<file path="src/rtl/apb_clk_cfg_bridge.sv">
// ----------------------------------------------------------------------------
// apb_clk_cfg_bridge
//   APB slave that turns register accesses into the req/ack configuration
//   handshake of the clock generator. Three targets (soc, per, cluster) are
//   served one transaction at a time; a fourth address window returns the
//   per-target lock status. A handshake with no ack is aborted after
//   TIMEOUT_CYC cycles and reported as a slave error.
//
// Ports
//   ref_clk_i     clock (rising edge)
//   rstn_glob_i   asynchronous active-low reset
//   paddr_i       APB address, bits [5:4] select target, [3:2] register index
//   psel_i        APB select
//   penable_i     APB enable
//   pwrite_i      APB write strobe
//   pwdata_i      APB write data
//   prdata_o      APB read data (registered)
//   pready_o      APB ready (registered, one-cycle pulse)
//   pslverr_o     APB error (registered)
//   cfg_req_o     per-target request, bit0=soc bit1=per bit2=cluster
//   cfg_add_o     register index shared by all targets
//   cfg_data_o    write data shared by all targets
//   cfg_wrn_o     1 = write, 0 = read
//   cfg_ack_i     per-target acknowledge
//   cfg_r_data_i  per-target read data, 32 bits per target
//   cfg_lock_i    per-target lock status (status only, never gates requests)
// ----------------------------------------------------------------------------
module apb_clk_cfg_bridge #(
  parameter int APB_ADDR_WIDTH = 12,
  parameter int TIMEOUT_CYC    = 16
) (
  input  logic                      ref_clk_i,
  input  logic                      rstn_glob_i,
  input  logic [APB_ADDR_WIDTH-1:0] paddr_i,
  input  logic                      psel_i,
  input  logic                      penable_i,
  input  logic                      pwrite_i,
  input  logic [31:0]               pwdata_i,
  output logic [31:0]               prdata_o,
  output logic                      pready_o,
  output logic                      pslverr_o,
  output logic [2:0]                cfg_req_o,
  output logic [1:0]                cfg_add_o,
  output logic [31:0]               cfg_data_o,
  output logic                      cfg_wrn_o,
  input  logic [2:0]                cfg_ack_i,
  input  logic [95:0]               cfg_r_data_i,
  input  logic [2:0]                cfg_lock_i
);

  typedef enum logic [1:0] {
    ST_IDLE = 2'd0,
    ST_REQ  = 2'd1,
    ST_DONE = 2'd2
  } state_e;

  localparam logic [1:0] TGT_STATUS = 2'd3;
  localparam logic [7:0] CNT_LAST   = 8'(TIMEOUT_CYC - 1);

  state_e      state_q, state_d;
  logic [1:0]  tgt_q, tgt_d;
  logic [7:0]  cnt_q, cnt_d;
  logic [2:0]  cfg_req_q, cfg_req_d;
  logic [1:0]  cfg_add_q, cfg_add_d;
  logic [31:0] cfg_data_q, cfg_data_d;
  logic        cfg_wrn_q, cfg_wrn_d;
  logic [31:0] prdata_q, prdata_d;
  logic        pready_q, pready_d;
  logic        pslverr_q, pslverr_d;

  logic [1:0]  tgt;
  logic [1:0]  idx;
  logic        ack_sel;
  logic [31:0] rdata_sel;
  logic        unused_paddr;

  assign tgt = paddr_i[5:4];
  assign idx = paddr_i[3:2];
  assign unused_paddr = ^{paddr_i[APB_ADDR_WIDTH-1:6], paddr_i[1:0]};

  // The request vector is one-hot for the active target, so masking the ack
  // with it ignores acks from targets that were not asked.
  assign ack_sel = |(cfg_ack_i & cfg_req_q);

  always_comb begin
    case (tgt_q)
      2'd0:    rdata_sel = cfg_r_data_i[31:0];
      2'd1:    rdata_sel = cfg_r_data_i[63:32];
      default: rdata_sel = cfg_r_data_i[95:64];
    endcase
  end

  always_comb begin
    state_d    = state_q;
    tgt_d      = tgt_q;
    cnt_d      = cnt_q;
    cfg_req_d  = cfg_req_q;
    cfg_add_d  = cfg_add_q;
    cfg_data_d = cfg_data_q;
    cfg_wrn_d  = cfg_wrn_q;
    prdata_d   = prdata_q;
    pslverr_d  = pslverr_q;
    pready_d   = 1'b0;

    case (state_q)
      ST_IDLE: begin
        if (psel_i && penable_i && !pready_q) begin
          if (tgt != TGT_STATUS) begin
            tgt_d      = tgt;
            cfg_add_d  = idx;
            cfg_data_d = pwdata_i;
            cfg_wrn_d  = pwrite_i;
            cfg_req_d  = 3'b001 << tgt;
            cnt_d      = 8'd0;
            state_d    = ST_REQ;
          end else begin
            // Status window is read-only; writes complete with an error.
            prdata_d  = pwrite_i ? 32'd0 : {29'd0, cfg_lock_i};
            pslverr_d = pwrite_i;
            pready_d  = 1'b1;
            state_d   = ST_DONE;
          end
        end
      end

      ST_REQ: begin
        cnt_d = cnt_q + 8'd1;
        // Ack is evaluated first so an ack in the final cycle still succeeds.
        if (ack_sel) begin
          prdata_d  = cfg_wrn_q ? 32'd0 : rdata_sel;
          pslverr_d = 1'b0;
          cfg_req_d = 3'b000;
          pready_d  = 1'b1;
          state_d   = ST_DONE;
        end else if (cnt_q == CNT_LAST) begin
          prdata_d  = 32'd0;
          pslverr_d = 1'b1;
          cfg_req_d = 3'b000;
          pready_d  = 1'b1;
          state_d   = ST_DONE;
        end
      end

      ST_DONE: begin
        state_d = ST_IDLE;
      end

      default: begin
        state_d   = ST_IDLE;
        cfg_req_d = 3'b000;
      end
    endcase
  end

  always_ff @(posedge ref_clk_i or negedge rstn_glob_i) begin
    if (!rstn_glob_i) begin
      state_q    <= ST_IDLE;
      tgt_q      <= 2'd0;
      cnt_q      <= 8'd0;
      cfg_req_q  <= 3'd0;
      cfg_add_q  <= 2'd0;
      cfg_data_q <= 32'd0;
      cfg_wrn_q  <= 1'b0;
      prdata_q   <= 32'd0;
      pready_q   <= 1'b0;
      pslverr_q  <= 1'b0;
    end else begin
      state_q    <= state_d;
      tgt_q      <= tgt_d;
      cnt_q      <= cnt_d;
      cfg_req_q  <= cfg_req_d;
      cfg_add_q  <= cfg_add_d;
      cfg_data_q <= cfg_data_d;
      cfg_wrn_q  <= cfg_wrn_d;
      prdata_q   <= prdata_d;
      pready_q   <= pready_d;
      pslverr_q  <= pslverr_d;
    end
  end

  assign cfg_req_o  = cfg_req_q;
  assign cfg_add_o  = cfg_add_q;
  assign cfg_data_o = cfg_data_q;
  assign cfg_wrn_o  = cfg_wrn_q;
  assign prdata_o   = prdata_q;
  assign pready_o   = pready_q;
  assign pslverr_o  = pslverr_q;

endmodule
</file>
<file path="config.mk">
export PLATFORM = sky130hd
export DESIGN_NAME = apb_clk_cfg_bridge
export DESIGN_NICKNAME = d
export VERILOG_FILES = /design/src/rtl/apb_clk_cfg_bridge.sv
export SDC_FILE = /design/constraint.sdc
export NUM_CORES = 1
export LEC_CHECK = 0
export BUFFER_PORTS_ARGS = -buffer_cell sky130_fd_sc_hd__buf_2
export CAP_MARGIN = 20
export CORE_ASPECT_RATIO = 1.25
export CORE_MARGIN = 1
export CORE_UTILIZATION = 49
export CTS_BUF_LIST = sky130_fd_sc_hd__clkbuf_4
export CTS_CLUSTER_SIZE = 24
export DETAILED_ROUTE_END_ITERATION = 16
export MAX_ROUTING_LAYER = met4
export PLACE_DENSITY_LB_ADDON = 0.05
export REMOVE_ABC_BUFFERS = 1
export SYNTH_ARGS = -nofsm -noshare
export SYNTH_HDL_FRONTEND = slang
export SYNTH_SLANG_ARGS = --single-unit
</file>
<file path="constraint.sdc">
create_clock -name ref_clk_i -period 4.1 [get_ports ref_clk_i]
set_input_delay 0.41 -clock ref_clk_i [delete_from_list [all_inputs] [get_ports ref_clk_i]]
set_output_delay 0.41 -clock ref_clk_i [all_outputs]
set_load 0.02 [all_outputs]
</file>
==> results of run 1 <==
## layout by cell type, fill, tap and decap left out, types with 2 or more instances in the layout
cell                        instances
sky130_fd_sc_hd__or3_1              3
sky130_fd_sc_hd__nand3_1            2
sky130_fd_sc_hd__a21oi_1            5
sky130_fd_sc_hd__buf_2            213
sky130_fd_sc_hd__nand2_1           38
sky130_fd_sc_hd__inv_1              3
sky130_fd_sc_hd__buf_4              4
sky130_fd_sc_hd__mux2i_1           32
sky130_fd_sc_hd__clkbuf_4          10
sky130_fd_sc_hd__dfrtp_1           83
sky130_fd_sc_hd__a22o_1            34
sky130_fd_sc_hd__or3_2              2
sky130_fd_sc_hd__mux2_2            41
sky130_fd_sc_hd__nor3_4             2
sky130_fd_sc_hd__o21ai_0           38
sky130_fd_sc_hd__nor2_1             7
sky130_fd_sc_hd__bufinv_16          3
## per-layer routing
| layer | up-vias | track usage | part of all wire |
|---|---|---|---|
| met1 | 1509 | 0.254 | 0.40 |
| li1 | 1640 | - | - |
| met4 | 0 | 0.113 | 0.025 |
| met2 | 159 | 0.378 | 0.50 |
| met3 | 17 | 0.0549 | 0.071 |
| met5 | - | - | 0 |
## synthesized netlist by cell type (2+ instances only)
cell                            number  area share
sky130_fd_sc_hd__inv_1               3      0.0028
sky130_fd_sc_hd__mux2i_1            32       0.080
sky130_fd_sc_hd__nand3_1             2      0.0025
sky130_fd_sc_hd__dlygate4sd3_1       2      0.0050
sky130_fd_sc_hd__or3_1               3      0.0047
sky130_fd_sc_hd__dfrtp_1            84        0.53
sky130_fd_sc_hd__nor2_1              7      0.0066
sky130_fd_sc_hd__nor3_2              2      0.0050
sky130_fd_sc_hd__buf_2               8       0.010
sky130_fd_sc_hd__buf_1               3      0.0028
sky130_fd_sc_hd__buf_6               3      0.0085
sky130_fd_sc_hd__mux2_2             41        0.12
sky130_fd_sc_hd__a22o_1             34       0.075
sky130_fd_sc_hd__dlygate4sd1_1       2      0.0044
sky130_fd_sc_hd__o21ai_0            38       0.048
sky130_fd_sc_hd__nand2_1            38       0.036
sky130_fd_sc_hd__a21oi_1             5      0.0063
sky130_fd_sc_hd__clkbuf_1            3      0.0028
sky130_fd_sc_hd__or3_2               2      0.0038
## cell type report
cell class	instances	area [sq um]	area share
antenna	1	2.50	0.000472
timing repair buffer	220	1150	0.217
tap	95	119	0.0224
clock inverter	5	101	0.0191
sequential	84	2100	0.397
inverter	3	11.3	0.00213
multi-input combinational	224	1740	0.328
clock buffer	10	75.1	0.0142
## power groups by stage
stage / registers (mW) / clock network [mW] / logic [mW]
3_3_place_gp: 1.49 / 0 / 1.79
6_report: 1.49 / 0.575 / 1.80
4_1_cts: 1.49 / 0.595 / 1.82
3_5_place_dp: 1.50 / 0 / 1.82
5_1_grt: 1.55 / 0.625 / 1.96
2_1_floorplan: 1.93 / 0 / 0.731
## registers in the layout (all words and copies together) (netlist names)
signal,cells
state_q,2
pslverr_o,1
cnt_q,8
cfg_wrn_o,1
cfg_add_o,2
cfg_data_o,32
pready_o,1
prdata_o,32
cfg_req_o,3
tgt_q,2
## metrics by stage
step                power (mW)  instances
floorplan                 2.66        311
global placement          3.27        623
detailed placement        3.32        624
CTS                       3.90        639
global route              4.14        642
finish                    3.87        642
## kinds of logic after synthesis
| group | Yosys count | synth area share |
|---|---|---|
| compound gates | 88 | 0.156 |
| flops | 84 | 0.527 |
| mux | 73 | 0.196 |
| simple gates | 62 | 0.0776 |
| buf+inv | 25 | 0.0396 |
| fa+ha+maj | 1 | 0.00314 |
## path summary, 6_finish.rpt
| path | start | to | slack (ns) | cells after the start |
|---|---|---|---|---|
| hold reg to reg | cfg_data_o[25] | cfg_data_o[25] | 0.51 | 1 |
| min in group asynchronous | rstn_glob_i | cfg_req_o[1] | 0.34 | 2 |
| setup / recovery | cfg_req_o[0] | prdata_o[21] | 1.65 | 5 |
| hold / removal | pwdata_i[12] | cfg_data_o[12] | 0.20 | 2 |
| max in group asynchronous | rstn_glob_i | prdata_o[2] | 3.18 | 3 |
| setup reg to reg | cfg_req_o[0] | prdata_o[21] | 1.65 | 5 |
==> impl_metrics.prom, run 1 <==
# TYPE chip_impl_metric gauge
chip_impl_metric{name="drv_slew",unit=""} 0
chip_impl_metric{name="tns",unit="ns"} 0
chip_impl_metric{name="grt.total_usage",unit=""} 0.228
chip_impl_metric{name="power.share.combinational",unit=""} 0.466
chip_impl_info{name="start_kind",value="flop"} 1
chip_impl_metric{name="report.final.setup_viol",unit=""} 0
chip_impl_metric{name="postLayoutCoreUtil",unit=""} 0.676
chip_impl_metric{name="fillerInstances",unit=""} 629
chip_impl_metric{name="postCtsSetupBuffers",unit=""} 0
chip_impl_info{name="outcome",value="finished, final reports clean"} 1
chip_impl_metric{name="die_area",unit="sq um"} 8500
chip_impl_metric{name="core.rowCount",unit=""} 36
chip_impl_metric{name="synth.ff_latch_count",unit=""} 84
chip_impl_metric{name="power.net_switching",unit="mW"} 1.57
chip_impl_info{name="cts_root_buf",value="sky130_fd_sc_hd__clkbuf_4"} 1
chip_impl_info{name="critPathTopFamily",value="compound AO/OA/AOI/OAI gates"} 1
chip_impl_metric{name="layout_setup_ws",unit="ns"} 1.65
chip_impl_metric{name="yosys.cell_types.count",unit=""} 40
chip_impl_metric{name="ioPinCount",unit=""} 223
chip_impl_metric{name="leakage",unit="nW"} 2.78
chip_impl_metric{name="seq_power_share",unit=""} 0.386
chip_impl_metric{name="htree_num_levels",unit=""} 3
chip_impl_metric{name="io_buffer_count",unit=""} 214
chip_impl_metric{name="number_of_antenna_violations_at_the_first_check_in_global_routing",unit=""} 1
chip_impl_metric{name="first_global_vias",unit=""} 3022
chip_impl_metric{name="worst_path_maximum_fanout",unit=""} 20
chip_impl_metric{name="path_clk_slew",unit="ns"} 0.13
chip_impl_metric{name="placed_area",unit="sq um"} 5080
chip_impl_metric{name="floorplan.die.height",unit="um"} 103
chip_impl_metric{name="worstSkewPairLatency",unit="ns"} 0.43
chip_impl_metric{name="required_worst_endpoint",unit="ns"} 4.47
chip_impl_info{name="top_reg_cell_synth",value="sky130_fd_sc_hd__dfrtp_1"} 1
chip_impl_metric{name="final_net_count",unit=""} 694
chip_impl_metric{name="critical_path.n_buffers_inverters",unit=""} 1
chip_impl_metric{name="drive_gt1_frac",unit=""} 0.522
chip_impl_metric{name="final_hold_slack",unit="ns"} 0.201
chip_impl_metric{name="drtAntennaViolNets",unit=""} 0
chip_impl_metric{name="routed_via_density",unit=""} 5.18
chip_impl_metric{name="finalInstanceArea",unit="sq um"} 5300
chip_impl_metric{name="areaGrowthSynthToFinish",unit="%"} 33.0
chip_impl_metric{name="hpwl",unit="um"} 6990
chip_impl_metric{name="seq_area_frac_synth",unit=""} 0.527
chip_impl_metric{name="drt-pass1-iter-count",unit=""} 4
chip_impl_metric{name="core_footprint",unit="sq um"} 7840
chip_impl_metric{name="drt_first_iter_violations",unit=""} 120
chip_impl_metric{name="ctsResizeCount",unit=""} 0
chip_impl_metric{name="timing_worst_slew_pin_value",unit="ns"} 0.933
chip_impl_metric{name="syn-instance-count",unit=""} 333
chip_impl_metric{name="count_of_flip_flops_with_a_built_in_enable_after_synthesis",unit=""} 0
chip_impl_metric{name="post_synth_instance_area",unit="sq um"} 3990
chip_impl_metric{name="numClockSinks",unit=""} 84
chip_impl_info{name="criticalPathCategory",value="reg -> reg"} 1
chip_impl_metric{name="die_w",unit="um"} 82.7
chip_impl_metric{name="max_freq",unit="MHz"} 409
chip_impl_metric{name="holdBufCountCts",unit=""} 0
chip_impl_metric{name="internal_power_contribution",unit="mW"} 2.30
chip_impl_metric{name="finClkSkew",unit="ns"} 0.0146
chip_impl_info{name="rsz0062_at_grt",value="no"} 1
chip_impl_info{name="crit_path_top_delay_cell",value="sky130_fd_sc_hd__a222oi_1"} 1
chip_impl_metric{name="timing.max_slew.rel_slack",unit=""} 0.378
chip_impl_info{name="min-delay-path-class",value="in -> reg"} 1
chip_impl_metric{name="max-clock-path-buffers",unit=""} 2
chip_impl_metric{name="switching_share",unit=""} 0.405
chip_impl_metric{name="powerDensity",unit="nW/um^2"} 730
chip_impl_metric{name="critPathArrivalTime",unit="ns"} 2.81
chip_impl_metric{name="total_cts_buffers",unit=""} 9
chip_impl_metric{name="yosysWarningCount",unit=""} 0
chip_impl_metric{name="layout_min_cycle_time",unit="ns"} 2.45
chip_impl_info{name="critical_path.cell_chain",value="a222oi_1, o21ai_2, a2bb2oi_4, buf_4, a22o_1"} 1
chip_impl_metric{name="globalplace.congestion",unit=""} 0.745
chip_impl_metric{name="cpPeakStageDelay",unit="ns"} 0.80
chip_impl_metric{name="vias",unit=""} 3325
chip_impl_metric{name="grt_pass1_wl",unit="um"} 13900
chip_impl_info{name="timing.critical_path.to_type",value="flop"} 1
chip_impl_metric{name="clkPwrFrac",unit=""} 0.149
chip_impl_metric{name="ir_worst_vdd",unit="uV"} 498
chip_impl_metric{name="postSynthAreaPerCell",unit="sq um"} 12.0
chip_impl_metric{name="hold_viol",unit=""} 0
chip_impl_metric{name="period_share",unit=""} 0.597
chip_impl_metric{name="grt_start_max_net_pins",unit=""} 85
chip_impl_metric{name="dp_slack",unit="ns"} 1.56
chip_impl_metric{name="finalWirelength",unit="um"} 9330
chip_impl_metric{name="wl_per_cell",unit="um"} 14.5
chip_impl_metric{name="remaining_drc_errors",unit=""} 0
chip_impl_metric{name="start_util",unit=""} 0.508
chip_impl_info{name="tritoncts_clock_tree",value="done"} 1
chip_impl_metric{name="max_cap_viol_count",unit=""} 0
chip_impl_metric{name="async_reset_ff_frac",unit=""} 1.00
chip_impl_metric{name="grt_overflow_total",unit=""} 0
No activity file was read; power rests on OpenSTA's default activity.
==> run 2, diff against run 1 <==
--- a/config.mk
+++ b/config.mk
@@ -5,11 +5,12 @@
 export SDC_FILE = /design/constraint.sdc
 export NUM_CORES = 1
 export LEC_CHECK = 0
+export ABC_AREA = 1
 export BUFFER_PORTS_ARGS = -buffer_cell sky130_fd_sc_hd__buf_2
 export CAP_MARGIN = 20
 export CORE_ASPECT_RATIO = 1.25
 export CORE_MARGIN = 1
-export CORE_UTILIZATION = 49
+export CORE_UTILIZATION = 47
 export CTS_BUF_LIST = sky130_fd_sc_hd__clkbuf_4
 export CTS_CLUSTER_SIZE = 24
 export DETAILED_ROUTE_END_ITERATION = 16
==> constraint.sdc (replaced) <==
create_clock -name ref_clk_i -period 2.3 [get_ports ref_clk_i]
set_input_delay 0.23 -clock ref_clk_i [delete_from_list [all_inputs] [get_ports ref_clk_i]]
set_output_delay 0.23 -clock ref_clk_i [all_outputs]
set_load 0.02 [all_outputs]
==> impl_metrics.prom, run 2 <==
# TYPE chip_impl_metric gauge
chip_impl_info{name="outcome",value="finished, final reports clean"} 1
chip_impl_metric{name="core_footprint",unit="sq um"} 8380
chip_impl_metric{name="die_area",unit="sq um"} 9210
chip_impl_info{name="synth.largest_area_cell",value="sky130_fd_sc_hd__dfrtp_1"} 1
chip_impl_metric{name="async_reset_ff_frac",unit=""} 1.00
chip_impl_metric{name="synth.ff_latch_count",unit=""} 84
chip_impl_metric{name="layout_min_cycle_time",unit="ns"} 1.65
chip_impl_info{name="synth.most_common_cell",value="sky130_fd_sc_hd__nand2_1"} 1
chip_impl_metric{name="drive_gt1_frac",unit=""} 0.309
chip_impl_metric{name="drt_first_iter_violations",unit=""} 195
chip_impl_metric{name="finalWirelength",unit="um"} 11800
chip_impl_metric{name="synth_mux_area_frac",unit=""} 0
chip_impl_info{name="layout_commonest_cell",value="sky130_fd_sc_hd__nand2_1"} 1
chip_impl_metric{name="globalplace.congestion",unit=""} 0.851
chip_impl_metric{name="first_global_vias",unit=""} 4360
chip_impl_metric{name="final_net_count",unit=""} 943
chip_impl_info{name="hold_worst_path_end",value="cfg_req_o[2]"} 1
chip_impl_metric{name="critPathArrivalTime",unit="ns"} 2.01
chip_impl_metric{name="drv_slew",unit=""} 0
chip_impl_metric{name="ioPinCount",unit=""} 223
chip_impl_metric{name="timing_worst_slew_pin_value",unit="ns"} 0.695
chip_impl_metric{name="holdPathStages",unit=""} 3
chip_impl_metric{name="remaining_drc_errors",unit=""} 0
chip_impl_metric{name="powerDensity",unit="nW/um^2"} 1130
chip_impl_info{name="main_combinational_cell_family_by_area_after_synthesis",value="simple AND/OR/NAND/NOR gates"} 1
chip_impl_metric{name="drtAntennaViolNets",unit=""} 0
chip_impl_metric{name="cpPeakStageDelay",unit="ns"} 0.43
chip_impl_metric{name="required_worst_endpoint",unit="ns"} 2.66
chip_impl_metric{name="start_util",unit=""} 0.495
chip_impl_metric{name="hold_viol",unit=""} 0
chip_impl_metric{name="postSynthAreaPerCell",unit="sq um"} 7.50
chip_impl_metric{name="hpwl",unit="um"} 8170
chip_impl_metric{name="ff2ff_setup_slack",unit="ns"} 0.65
chip_impl_info{name="tritoncts_clock_tree",value="done"} 1
chip_impl_metric{name="post_synth_instance_area",unit="sq um"} 4150
chip_impl_metric{name="grt_overflow_total",unit=""} 0
chip_impl_info{name="critPathTopFamily",value="simple AND/OR/NAND/NOR gates"} 1
chip_impl_metric{name="vias",unit=""} 4525
chip_impl_metric{name="postCtsSetupBuffers",unit=""} 0
chip_impl_info{name="cts_root_buf",value="sky130_fd_sc_hd__clkbuf_4"} 1
chip_impl_metric{name="yosys.cell_types.count",unit=""} 23
chip_impl_metric{name="holdBufCountCts",unit=""} 35
chip_impl_info{name="synth.top_cells.by_count",value="sky130_fd_sc_hd__nand2_1, sky130_fd_sc_hd__dfrtp_1, sky130_fd_sc_hd__nand3_1"} 1
chip_impl_metric{name="htree_num_levels",unit=""} 3
chip_impl_metric{name="syn-instance-count",unit=""} 553
chip_impl_info{name="critical_path.cell_chain",value="ha_1, nand2_1, nor2_1, nand2_1, nand2_1, nand2_2, buf_4, nand3_1, nand2_1"} 1
chip_impl_metric{name="yosys.area_share.xor_xnor",unit=""} 0
chip_impl_info{name="mostFrequentLayoutCells",value="sky130_fd_sc_hd__nand2_1, sky130_fd_sc_hd__buf_2, sky130_fd_sc_hd__dfrtp_1"} 1
chip_impl_metric{name="final_hold_slack",unit="ns"} 0.0837
chip_impl_metric{name="grt.total_usage",unit=""} 0.280
chip_impl_metric{name="report.final.setup_viol",unit=""} 0
chip_impl_info{name="top_reg_cell_synth",value="sky130_fd_sc_hd__dfrtp_1"} 1
chip_impl_info{name="criticalPathCategory",value="reg -> reg"} 1
chip_impl_metric{name="leakage",unit="nW"} 3.33
chip_impl_metric{name="floorplan.die.height",unit="um"} 107
chip_impl_info{name="synth_top_cells_by_area",value="sky130_fd_sc_hd__dfrtp_1, sky130_fd_sc_hd__nand2_1, sky130_fd_sc_hd__nand3_1"} 1
chip_impl_metric{name="number_of_antenna_violations_at_the_first_check_in_global_routing",unit=""} 1
chip_impl_metric{name="worstSkewPairLatency",unit="ns"} 0.43
chip_impl_metric{name="grt_pass1_wl",unit="um"} 19600
chip_impl_metric{name="period_share",unit=""} 0.716
chip_impl_metric{name="ctsResizeCount",unit=""} 0
chip_impl_info{name="crit_path_top_delay_cell",value="sky130_fd_sc_hd__dfrtp_1"} 1
chip_impl_metric{name="count_of_flip_flops_with_a_built_in_enable_after_synthesis",unit=""} 0
chip_impl_metric{name="die_w",unit="um"} 86.0
chip_impl_metric{name="post_synth_and_or_nand_nor_area_fraction",unit=""} 0.370
chip_impl_metric{name="fillerInstances",unit=""} 725
chip_impl_info{name="worstSetupStartpoint",value="cnt_q[0]"} 1
chip_impl_metric{name="io_buffer_count",unit=""} 214
chip_impl_metric{name="worst_path_maximum_fanout",unit=""} 31
chip_impl_info{name="min-delay-start",value="paddr_i[5]"} 1
chip_impl_metric{name="grt_start_max_net_pins",unit=""} 50
chip_impl_metric{name="seq_area_frac_synth",unit=""} 0.507
chip_impl_info{name="most_common_cell_on_crit_path",value="sky130_fd_sc_hd__nand2_1"} 1
chip_impl_metric{name="max-clock-path-buffers",unit=""} 2
chip_impl_metric{name="core.rowCount",unit=""} 37
chip_impl_metric{name="max_freq",unit="MHz"} 607
chip_impl_metric{name="areaGrowthSynthToFinish",unit="%"} 39.2
chip_impl_metric{name="max_cap_viol_count",unit=""} 0
chip_impl_metric{name="critical_path.n_buffers_inverters",unit=""} 1
chip_impl_metric{name="ir_worst_vdd",unit="uV"} 642
chip_impl_metric{name="tns",unit="ns"} 0
chip_impl_metric{name="timing.max_slew.rel_slack",unit=""} 0.536
chip_impl_metric{name="r2r.worst_path.cells",unit=""} 9
chip_impl_metric{name="post_synth_fa_ha_maj_area_fraction",unit=""} 0.00302
chip_impl_info{name="rsz0062_at_grt",value="no"} 1
chip_impl_info{name="start_kind",value="flop"} 1
chip_impl_metric{name="routed_via_density",unit=""} 4.96
chip_impl_metric{name="finClkSkew",unit="ns"} 0.0122
chip_impl_metric{name="path_clk_slew",unit="ns"} 0.13
chip_impl_metric{name="synth_compound_gate_area_share",unit=""} 0.0633
chip_impl_info{name="min-delay-path-class",value="in -> reg"} 1
chip_impl_metric{name="yosysWarningCount",unit=""} 0
chip_impl_info{name="timing.critical_path.to_type",value="flop"} 1
chip_impl_info{name="destination_of_the_worst_register_to_register_timing_path",value="prdata_o[16]"} 1
chip_impl_metric{name="numClockSinks",unit=""} 84
chip_impl_metric{name="synth_top_area_frac",unit=""} 0.507
chip_impl_metric{name="wl_per_cell",unit="um"} 13.0
chip_impl_metric{name="total_cts_buffers",unit=""} 9
chip_impl_info{name="r2r-start",value="cnt_q[0]"} 1
chip_impl_metric{name="drt-pass1-iter-count",unit=""} 4
-- run 2: cell count changes after synthesis, moves of 7 or more --
cell,before,now
sky130_fd_sc_hd__nand2_1,38,273
sky130_fd_sc_hd__a22o_1,34,0
sky130_fd_sc_hd__mux2_2,41,0
sky130_fd_sc_hd__mux2i_1,32,0
sky130_fd_sc_hd__nand3_1,2,77
sky130_fd_sc_hd__inv_1,3,14
sky130_fd_sc_hd__o21ai_1,0,7
-- run 2: worst max-delay path by stage --
stage,to,slack [ns],cells past startpoint
final,prdata_o[16],0.65,9
after floorplan,tgt_q[0],0.15,5
after CTS,prdata_o[19],0.64,9
after global placement,prdata_o[0],0.73,9
after detailed placement,prdata_o[19],0.67,9
after global routing,prdata_o[4],0.46,9
-- run 2: kinds of logic (layout without fill, tap and decap cells) --
logic type / after synthesis / count (layout)
fa+ha+maj: 1 / 1
simple gates: 370 / 370
buf+inv: 47 / 289
other cells: 0 / 1
flops: 84 / 84
compound gates: 51 / 51
-- run 2: worst min-delay path, cell delays in order --
cell and delay (ns):
sky130_fd_sc_hd__buf_2 0.10, sky130_fd_sc_hd__nand2_1 0.08, sky130_fd_sc_hd__nand2_1 0.07
-- run 2: layer usage --
layer / vias to the layer above / share of wire / track usage
li1: 2241 / - / -
met1: 2046 / 0.41 / 0.320
met2: 195 / 0.50 / 0.464
met3: 43 / 0.054 / 0.0500
met4: 0 / 0.040 / 0.154
met5: - / 0 / -
-- run 2: per-stage QoR --
| step | setup WS, ns | cell area [sq um] | util | power, mW | std cells |
|---|---|---|---|---|---|
| detailed placement | 0.666 | 5270 | 0.628 | 5.62 | 861 |
| finish | 0.653 | 5780 | 0.689 | 6.53 | 913 |
| global route | 0.458 | 5780 | 0.689 | 7.08 | 913 |
| global placement | 0.727 | 5270 | 0.628 | 5.51 | 861 |
| floorplan | 0.153 | 3970 | - | 4.42 | 522 |
| CTS | 0.640 | 5760 | 0.688 | 6.57 | 911 |
-- run 2: power by group --
group          internal (mW)  switching [mW]  total (mW)
Clock                  0.426           0.482       0.908
Combinational           1.06            2.17        3.23
Sequential              2.05           0.344        2.39
-- run 2: cell type report --
cell class / instances / area [sq um] / area share
repair buffers: 258 / 1510 / 0.261
multi-input cells: 422 / 1810 / 0.314
diodes: 1 / 2.50 / 0.000433
clock inverters: 6 / 80.1 / 0.0139
clock buffers: 9 / 67.6 / 0.0117
well taps: 117 / 146 / 0.0253
flip-flops and latches: 84 / 2100 / 0.364
inverters: 16 / 60.1 / 0.0104
